`config.mk`:
```
export PLATFORM = sky130hd
export DESIGN_NAME = pong_match_ctrl
export DESIGN_NICKNAME = d
export VERILOG_FILES = /design/src/rtl/pong_match_ctrl.sv
export SDC_FILE = /design/constraint.sdc
export NUM_CORES = 1
export LEC_CHECK = 0
export ABC_CLOCK_PERIOD_IN_PS = 2100
export CELL_PAD_IN_SITES_DETAIL_PLACEMENT = 1
export CELL_PAD_IN_SITES_GLOBAL_PLACEMENT = 1
export CORE_MARGIN = 1.5
export CORE_UTILIZATION = 34
export DETAILED_ROUTE_END_ITERATION = 6
export PLACE_DENSITY = 0.81
export SETUP_SLACK_MARGIN = 0.3
export SLEW_MARGIN = 20
export SYNTH_ARGS = -nofsm -noshare
export SYNTH_HDL_FRONTEND = slang
export SYNTH_SLANG_ARGS = --single-unit
export TNS_END_PERCENT = 5
```
`constraint.sdc`:
```
create_clock -name clk -period 2.1 [get_ports clk]
set_input_delay 0.21 -clock clk [delete_from_list [all_inputs] [get_ports clk]]
set_output_delay 0.21 -clock clk [all_outputs]
set_load 0.05 [all_outputs]
```
`src/rtl/pong_match_ctrl.sv`:
```
// pong_match_ctrl: goal detection, scoring and serve/rally/point/win sequencing for pong.
// Build option PONG_WIN_BY_TWO_EN: win needs a two-point lead, with deuce collapse at WIN_SCORE.
module pong_match_ctrl #(
  parameter int BOARD_WIDTH   = 40,
  parameter int BOARD_HEIGHT  = 30,
  parameter int PADDLE_HEIGHT = 6,
  parameter int WIN_SCORE     = 9,
  parameter int SCORE_W       = 4,
  parameter int SERVE_FRAMES  = 60
) (
  input  logic               clk,
  input  logic               i_rst_n,
  input  logic               i_start,
  input  logic               i_frame_tick,
  input  logic [5:0]         i_ball_x,
  input  logic [5:0]         i_ball_y,
  input  logic [5:0]         i_paddle_y1,
  input  logic [5:0]         i_paddle_y2,
  output logic [2:0]         o_state,
  output logic [SCORE_W-1:0] o_score_p1,
  output logic [SCORE_W-1:0] o_score_p2,
  output logic               o_ball_en,
  output logic               o_ball_reset,
  output logic               o_serve_dir,
  output logic [1:0]         o_winner
);

  localparam logic [2:0] S_IDLE    = 3'd0;
  localparam logic [2:0] S_SERVE   = 3'd1;
  localparam logic [2:0] S_RUNNING = 3'd2;
  localparam logic [2:0] S_POINT   = 3'd3;
  localparam logic [2:0] S_P1_WINS = 3'd4;
  localparam logic [2:0] S_P2_WINS = 3'd5;

  // Counter only needs to reach SERVE_FRAMES-1; the final tick releases the ball.
  localparam int                 CNT_W     = (SERVE_FRAMES < 2) ? 1 : $clog2(SERVE_FRAMES);
  localparam logic [CNT_W-1:0]   CNT_LAST  = CNT_W'(SERVE_FRAMES - 1);
  localparam logic [5:0]         RIGHT_COL = 6'(BOARD_WIDTH - 1);
  localparam logic [6:0]         PAD_SPAN  = 7'(PADDLE_HEIGHT - 1);
  localparam logic [SCORE_W-1:0] WIN       = SCORE_W'(WIN_SCORE);

  generate
    if (BOARD_WIDTH < 4 || BOARD_WIDTH > 64 || BOARD_HEIGHT < 1 || BOARD_HEIGHT > 64 ||
        SERVE_FRAMES < 1 || WIN_SCORE < 1 || WIN_SCORE > (1 << SCORE_W) - 2) begin : g_bad_params
      $error("pong_match_ctrl: illegal parameter combination");
    end
  endgenerate

  logic [2:0]         state_reg, state_next;
  logic [SCORE_W-1:0] score_p1_reg, score_p1_next;
  logic [SCORE_W-1:0] score_p2_reg, score_p2_next;
  logic               serve_dir_reg, serve_dir_next;
  logic               scorer_reg, scorer_next;
  logic [CNT_W-1:0]   frame_cnt_reg, frame_cnt_next;
  logic               entry_pend_reg, entry_pend_next;
  logic               ball_reset_reg, ball_reset_next;
  logic               ball_en_reg, ball_en_next;
  logic [1:0]         winner_reg, winner_next;

  logic               serve_entry;
  logic               p1_goal, p2_goal, win_hit;
  logic [6:0]         ball_y_w, pad1_top, pad2_top;
  logic [SCORE_W-1:0] pt_score, pt_opp;

  // Paddle spans are compared at 7 bits so a paddle at the bottom edge cannot wrap.
  assign ball_y_w = {1'b0, i_ball_y};
  assign pad1_top = {1'b0, i_paddle_y1};
  assign pad2_top = {1'b0, i_paddle_y2};
  assign p2_goal  = (i_ball_x == 6'd0) &&
                    ((ball_y_w < pad1_top) || (ball_y_w > pad1_top + PAD_SPAN));
  assign p1_goal  = (i_ball_x == RIGHT_COL) &&
                    ((ball_y_w < pad2_top) || (ball_y_w > pad2_top + PAD_SPAN));

  // scorer_reg: 0 = P1 took the last point, 1 = P2.
  assign pt_score = scorer_reg ? score_p2_reg : score_p1_reg;
  assign pt_opp   = scorer_reg ? score_p1_reg : score_p2_reg;
`ifdef PONG_WIN_BY_TWO_EN
  assign win_hit  = (pt_score >= WIN) &&
                    ({1'b0, pt_score} >= {1'b0, pt_opp} + (SCORE_W+1)'(2));
`else
  assign win_hit  = (pt_score == WIN);
`endif

  assign serve_entry = (state_next == S_SERVE) && (state_reg != S_SERVE);

  always_ff @(posedge clk) begin
    if (!i_rst_n) begin
      state_reg      <= S_IDLE;
      score_p1_reg   <= '0;
      score_p2_reg   <= '0;
      serve_dir_reg  <= 1'b0;
      scorer_reg     <= 1'b0;
      frame_cnt_reg  <= '0;
      entry_pend_reg <= 1'b0;
      ball_reset_reg <= 1'b0;
      ball_en_reg    <= 1'b0;
      winner_reg     <= 2'b00;
    end else begin
      state_reg      <= state_next;
      score_p1_reg   <= score_p1_next;
      score_p2_reg   <= score_p2_next;
      serve_dir_reg  <= serve_dir_next;
      scorer_reg     <= scorer_next;
      frame_cnt_reg  <= frame_cnt_next;
      entry_pend_reg <= entry_pend_next;
      ball_reset_reg <= ball_reset_next;
      ball_en_reg    <= ball_en_next;
      winner_reg     <= winner_next;
    end
  end

  always_comb begin
    state_next     = state_reg;
    score_p1_next  = score_p1_reg;
    score_p2_next  = score_p2_reg;
    serve_dir_next = serve_dir_reg;
    scorer_next    = scorer_reg;
    frame_cnt_next = frame_cnt_reg;
    case (state_reg)
      S_IDLE, S_P1_WINS, S_P2_WINS: begin
        if (i_start) begin
          score_p1_next  = '0;
          score_p2_next  = '0;
          serve_dir_next = 1'b1;
          state_next     = S_SERVE;
        end
      end
      S_SERVE: begin
        if (i_frame_tick) begin
          if (frame_cnt_reg == CNT_LAST) state_next = S_RUNNING;
          else frame_cnt_next = frame_cnt_reg + 1'b1;
        end
      end
      S_RUNNING: begin
        if (i_frame_tick) begin
          if (p2_goal) begin
            score_p2_next  = score_p2_reg + 1'b1;
            serve_dir_next = 1'b0;
            scorer_next    = 1'b1;
            state_next     = S_POINT;
          end else if (p1_goal) begin
            score_p1_next  = score_p1_reg + 1'b1;
            serve_dir_next = 1'b1;
            scorer_next    = 1'b0;
            state_next     = S_POINT;
          end
        end
      end
      S_POINT: begin
        if (win_hit) begin
          state_next = scorer_reg ? S_P2_WINS : S_P1_WINS;
        end else begin
          state_next = S_SERVE;
`ifdef PONG_WIN_BY_TWO_EN
          // Deuce collapse keeps both scores within WIN_SCORE+1.
          if (score_p1_reg == WIN && score_p2_reg == WIN) begin
            score_p1_next = WIN - 1'b1;
            score_p2_next = WIN - 1'b1;
          end
`endif
        end
      end
      default: state_next = S_IDLE;
    endcase
    if (serve_entry) frame_cnt_next = '0;
  end

  always_comb begin
    ball_en_next    = (state_next == S_RUNNING);
    entry_pend_next = serve_entry;
    ball_reset_next = entry_pend_reg;
    winner_next     = 2'b00;
    if (state_next == S_P1_WINS) winner_next = 2'b01;
    else if (state_next == S_P2_WINS) winner_next = 2'b10;
  end

  assign o_state      = state_reg;
  assign o_score_p1   = score_p1_reg;
  assign o_score_p2   = score_p2_reg;
  assign o_ball_en    = ball_en_reg;
  assign o_ball_reset = ball_reset_reg;
  assign o_serve_dir  = serve_dir_reg;
  assign o_winner     = winner_reg;

endmodule

```
==> impl_metrics.py <==
metrics = {
    "setup_path": {
        "rrSetupSlack_ns": 0.18,
        "cpPeakStageDelay_ns": 0.37,
        "r2r_cells": 7,
        "path_cells": "buf_6 -> ha_4 -> o21ai_4 -> xnor2_1 -> ha_1 -> nand3_2 -> a21o_1 -> a211oi_4 -> buf_6 -> o21ai_2 -> and3_1 -> o31a_1",
        "path_class": "input pin to flip-flop",
        "cp-end-kind": "flip-flop",
        "critPathRequiredTime_ns": 2.26,
        "cp-startpoint": "i_paddle_y1[0]",
        "r2r-end": "frame_cnt_reg[1]",
        "worstSetupStartpointType": "input pin",
        "critical_path.top_delay_family": "compound AO/OA/AOI/OAI gates",
        "crit_fanout": 3,
        "cp.arrival_ns": 2.38,
        "reg2reg_from": "o_score_p2[0]",
        "crit_buf_inv": 2,
        "cp_slowest_cell": "a211oi_4",
        "crit_top_cell": "buf_6",
    },
    "pwr": {
        "power.leakage_nw": 1.37,
        "pwr_density_cell_nw_per_um2": 415,
        "ir_worst_vdd_v": 0.000270,
    },
    "timing": {
        "hold_viol": 0,
        "period_share": 1.06,
        "maxSlewViolCount": 0,
        "maxSlewHeadroom": 0.624,
        "setup_slack_ns": -0.117,
        "fin_crit_ns": 2.22,
        "fin_hold_ws_ns": 0.456,
        "setup_violations": 1,
        "max_freq_ghz": 0.451,
        "rsz0062_at_grt": "yes",
        "worstMarginPinSlew_ns": 0.562,
        "clock_skew_ns": 0.00166,
    },
    "global_routing": {
        "grt_pass1_wl_um": 10200,
        "antenna_found_initial": 0,
        "grt_pass1_vias": 2230,
        "grt.total_usage": 0.205,
        "grt_max_degree": 15,
        "overflow": 0,
    },
    "synthesis": {
        "synthFlopType": "dfxtp_1",
        "ys_ff_latch": 24,
        "yosysWarnings": 0,
        "synth-edff-count": 0,
        "postSynthCellCount": 232,
        "synth_cell_types": 52,
        "ys_async_sr_fraction": 0,
        "synthesis.nets": 289,
        "avgSynthCellArea_sq_um": 8.45,
        "syn_area_sq_um": 1960,
        "ys_seq_area_frac": 0.245,
    },
    "route": {
        "ant_nets": 0,
        "via_per_inst": 5.21,
        "vias": 2052,
        "routedWlPerCell_um": 16.5,
        "drt_wl_total_um": 6510,
        "first_pass_iters": 4,
        "drtIter0Drc": 54,
        "post-route-drc-count": 0,
    },
    "clocking": {
        "numCtsBuffers": 3,
        "clk_pin_slew_ns": 0.09,
        "cts_buffer_depth": 2,
        "cts-htree-levels": 1,
        "clock-sinks": 24,
        "cts-root-buf": "clkbuf_8",
        "cts_tree": "done",
        "insertion_delay_ns": 0.27,
    },
    "floorplanning": {
        "die_area_sq_um": 6230,
        "die_h_um": 78.9,
        "rows": 27,
        "ios": 44,
        "coreArea_sq_um": 5540,
        "die_x_um": 78.9,
        "start_util": 0.354,
    },
    "placed_design": {
        "gp_congestion": 0.794,
        "dp_hpwl_um": 4380,
        "portBuffers": 43,
    },
    "min_path": {
        "hold_path_end": "o_ball_reset",
        "hp-class": "flip-flop to flip-flop",
        "hp-start": "ball_reset_next",
        "hold_depth": 1,
    },
    "final_layout": {
        "fin_nets": 380,
        "synthToLayoutAreaGrowth_pct": 56.5,
        "final_util": 0.554,
        "drive_gt1_frac": 0.311,
        "insertedDiodeCount": 0,
        "largest_reg_flops": 6,
    },
    "outcome": {
        "violations": "setup timing",
        "outcome": "finished with violations",
    },
    "job": {
        "maxCapViolations": 0,
    },
}
## per-layer routing
layer / GRT usage / wire length, um / vias to the layer above
li1: - / - / 1000
met1: 0.220 / 2510 / 1001
met2: 0.411 / 3700 / 42
met3: 0.0195 / 189 / 9
met4: 0.0719 / 106 / 0
met5: 0 / 0 / -
## worst max path at each step
stage,depth (start not counted),end,slack (ns)
after floorplan,10,o_score_p1[3],-0.02
after global placement,12,ball_reset_next,-0.70
after detailed placement,12,o_score_p2[2],-0.80
after CTS,12,o_score_p2[2],0.06
after global routing,12,o_score_p2[2],-0.20
final,12,o_score_p2[2],-0.12
## metrics by stage
stage | std cells | setup TNS, ns | setup slack [ns] | power, mW | area [sq um]
after CTS | 392 | 0 | 0.0551 | 1.25 | 2960
after global routing | 394 | -0.651 | -0.201 | 1.34 | 3070
after detailed placement | 373 | -10.09 | -0.799 | 0.806 | 2700
after global placement | 373 | -8.86 | -0.698 | 0.791 | 2700
after floorplan | 232 | -0.0273 | -0.0187 | 0.657 | 1990
final | 394 | -0.117 | -0.117 | 1.27 | 3070
## cells by family after synthesis
group,after synthesis,synth area share
compound gates,45,0.161
xor+xnor,13,0.0581
fa+ha+maj,29,0.185
buf+inv,23,0.0556
flops,24,0.245
mux,2,0.0102
simple gates,96,0.285
## synth_stat cells, types with 3 or more instances
| cell type | instances | area [sq um] |
|---|---|---|
| nand4_1 | 3 | 18.8 |
| xnor2_1 | 8 | 70.1 |
| xor2_1 | 5 | 43.8 |
| a21o_1 | 4 | 30.0 |
| inv_1 | 19 | 71.3 |
| nor3_1 | 4 | 20.0 |
| nand3_1 | 8 | 40.0 |
| nand2_1 | 17 | 63.8 |
| nor2_1 | 28 | 105 |
| and2_1 | 4 | 25.0 |
| nand3b_1 | 7 | 52.6 |
| o21ai_0 | 7 | 35.0 |
| nor2b_1 | 3 | 18.8 |
| a21oi_1 | 12 | 60.1 |
| and3_1 | 3 | 18.8 |
| ha_1 | 29 | 363 |
| dfxtp_1 | 24 | 480 |
## what timing repair did
action | CTS | global route
hold buffers | 0 | 0
resized for setup | 69 | 26
pin swaps | 25 | 11
endpoints found under the hold margin | 0 | 0
buffers inserted | 15 | 2
endpoints found under the setup margin | 23 | 27
## cell usage in the layout (no fill, tap or decap), types with 4 or more instances in the layout
cell and n:
buf_4 46, ha_1 27, nor2_1 26, dfxtp_1 24, clkdlybuf4s50_1 22, inv_1 18
nand2_1 14, xnor2_1 8, dlygate4sd2_1 8, nand3b_1 7, a21oi_1 7, nand3_1 6
xor2_1 5, o21ai_2 4, nor3_1 4, a21o_1 4, and2_1 4, buf_2 4
dlymetal6s2s_1 4
## power by group
group	leakage [nW]	internal (mW)	switching, mW	total (mW)
logic	1.14	0.194	0.202	0.397
registers	0.194	0.461	0.00592	0.467
clock network	0.0357	0.255	0.155	0.410
total	1.37	0.911	0.363	1.27
## worst reg2reg max path, stage by stage, from the launching register on
cell and delay [ns]:
dfxtp_1 0.48, nor4bb_1 0.36, mux2i_1 0.18, a21o_2 0.25, a21oi_1 0.20, a21oi_1 0.11, buf_4 0.16, nor2_1 0.11
## area by class of cell
| class | count | area (sq um) |
|---|---|---|
| fill | 675 | 2470 |
| multi-input combinational | 185 | 1580 |
| timing repair buffer | 90 | 769 |
| sequential | 24 | 480 |
| tap | 72 | 90.1 |
| inverter | 19 | 71.3 |
| clock buffer | 3 | 41.3 |
| clock inverter | 1 | 30.0 |
(Power assumes the default switching activity.)
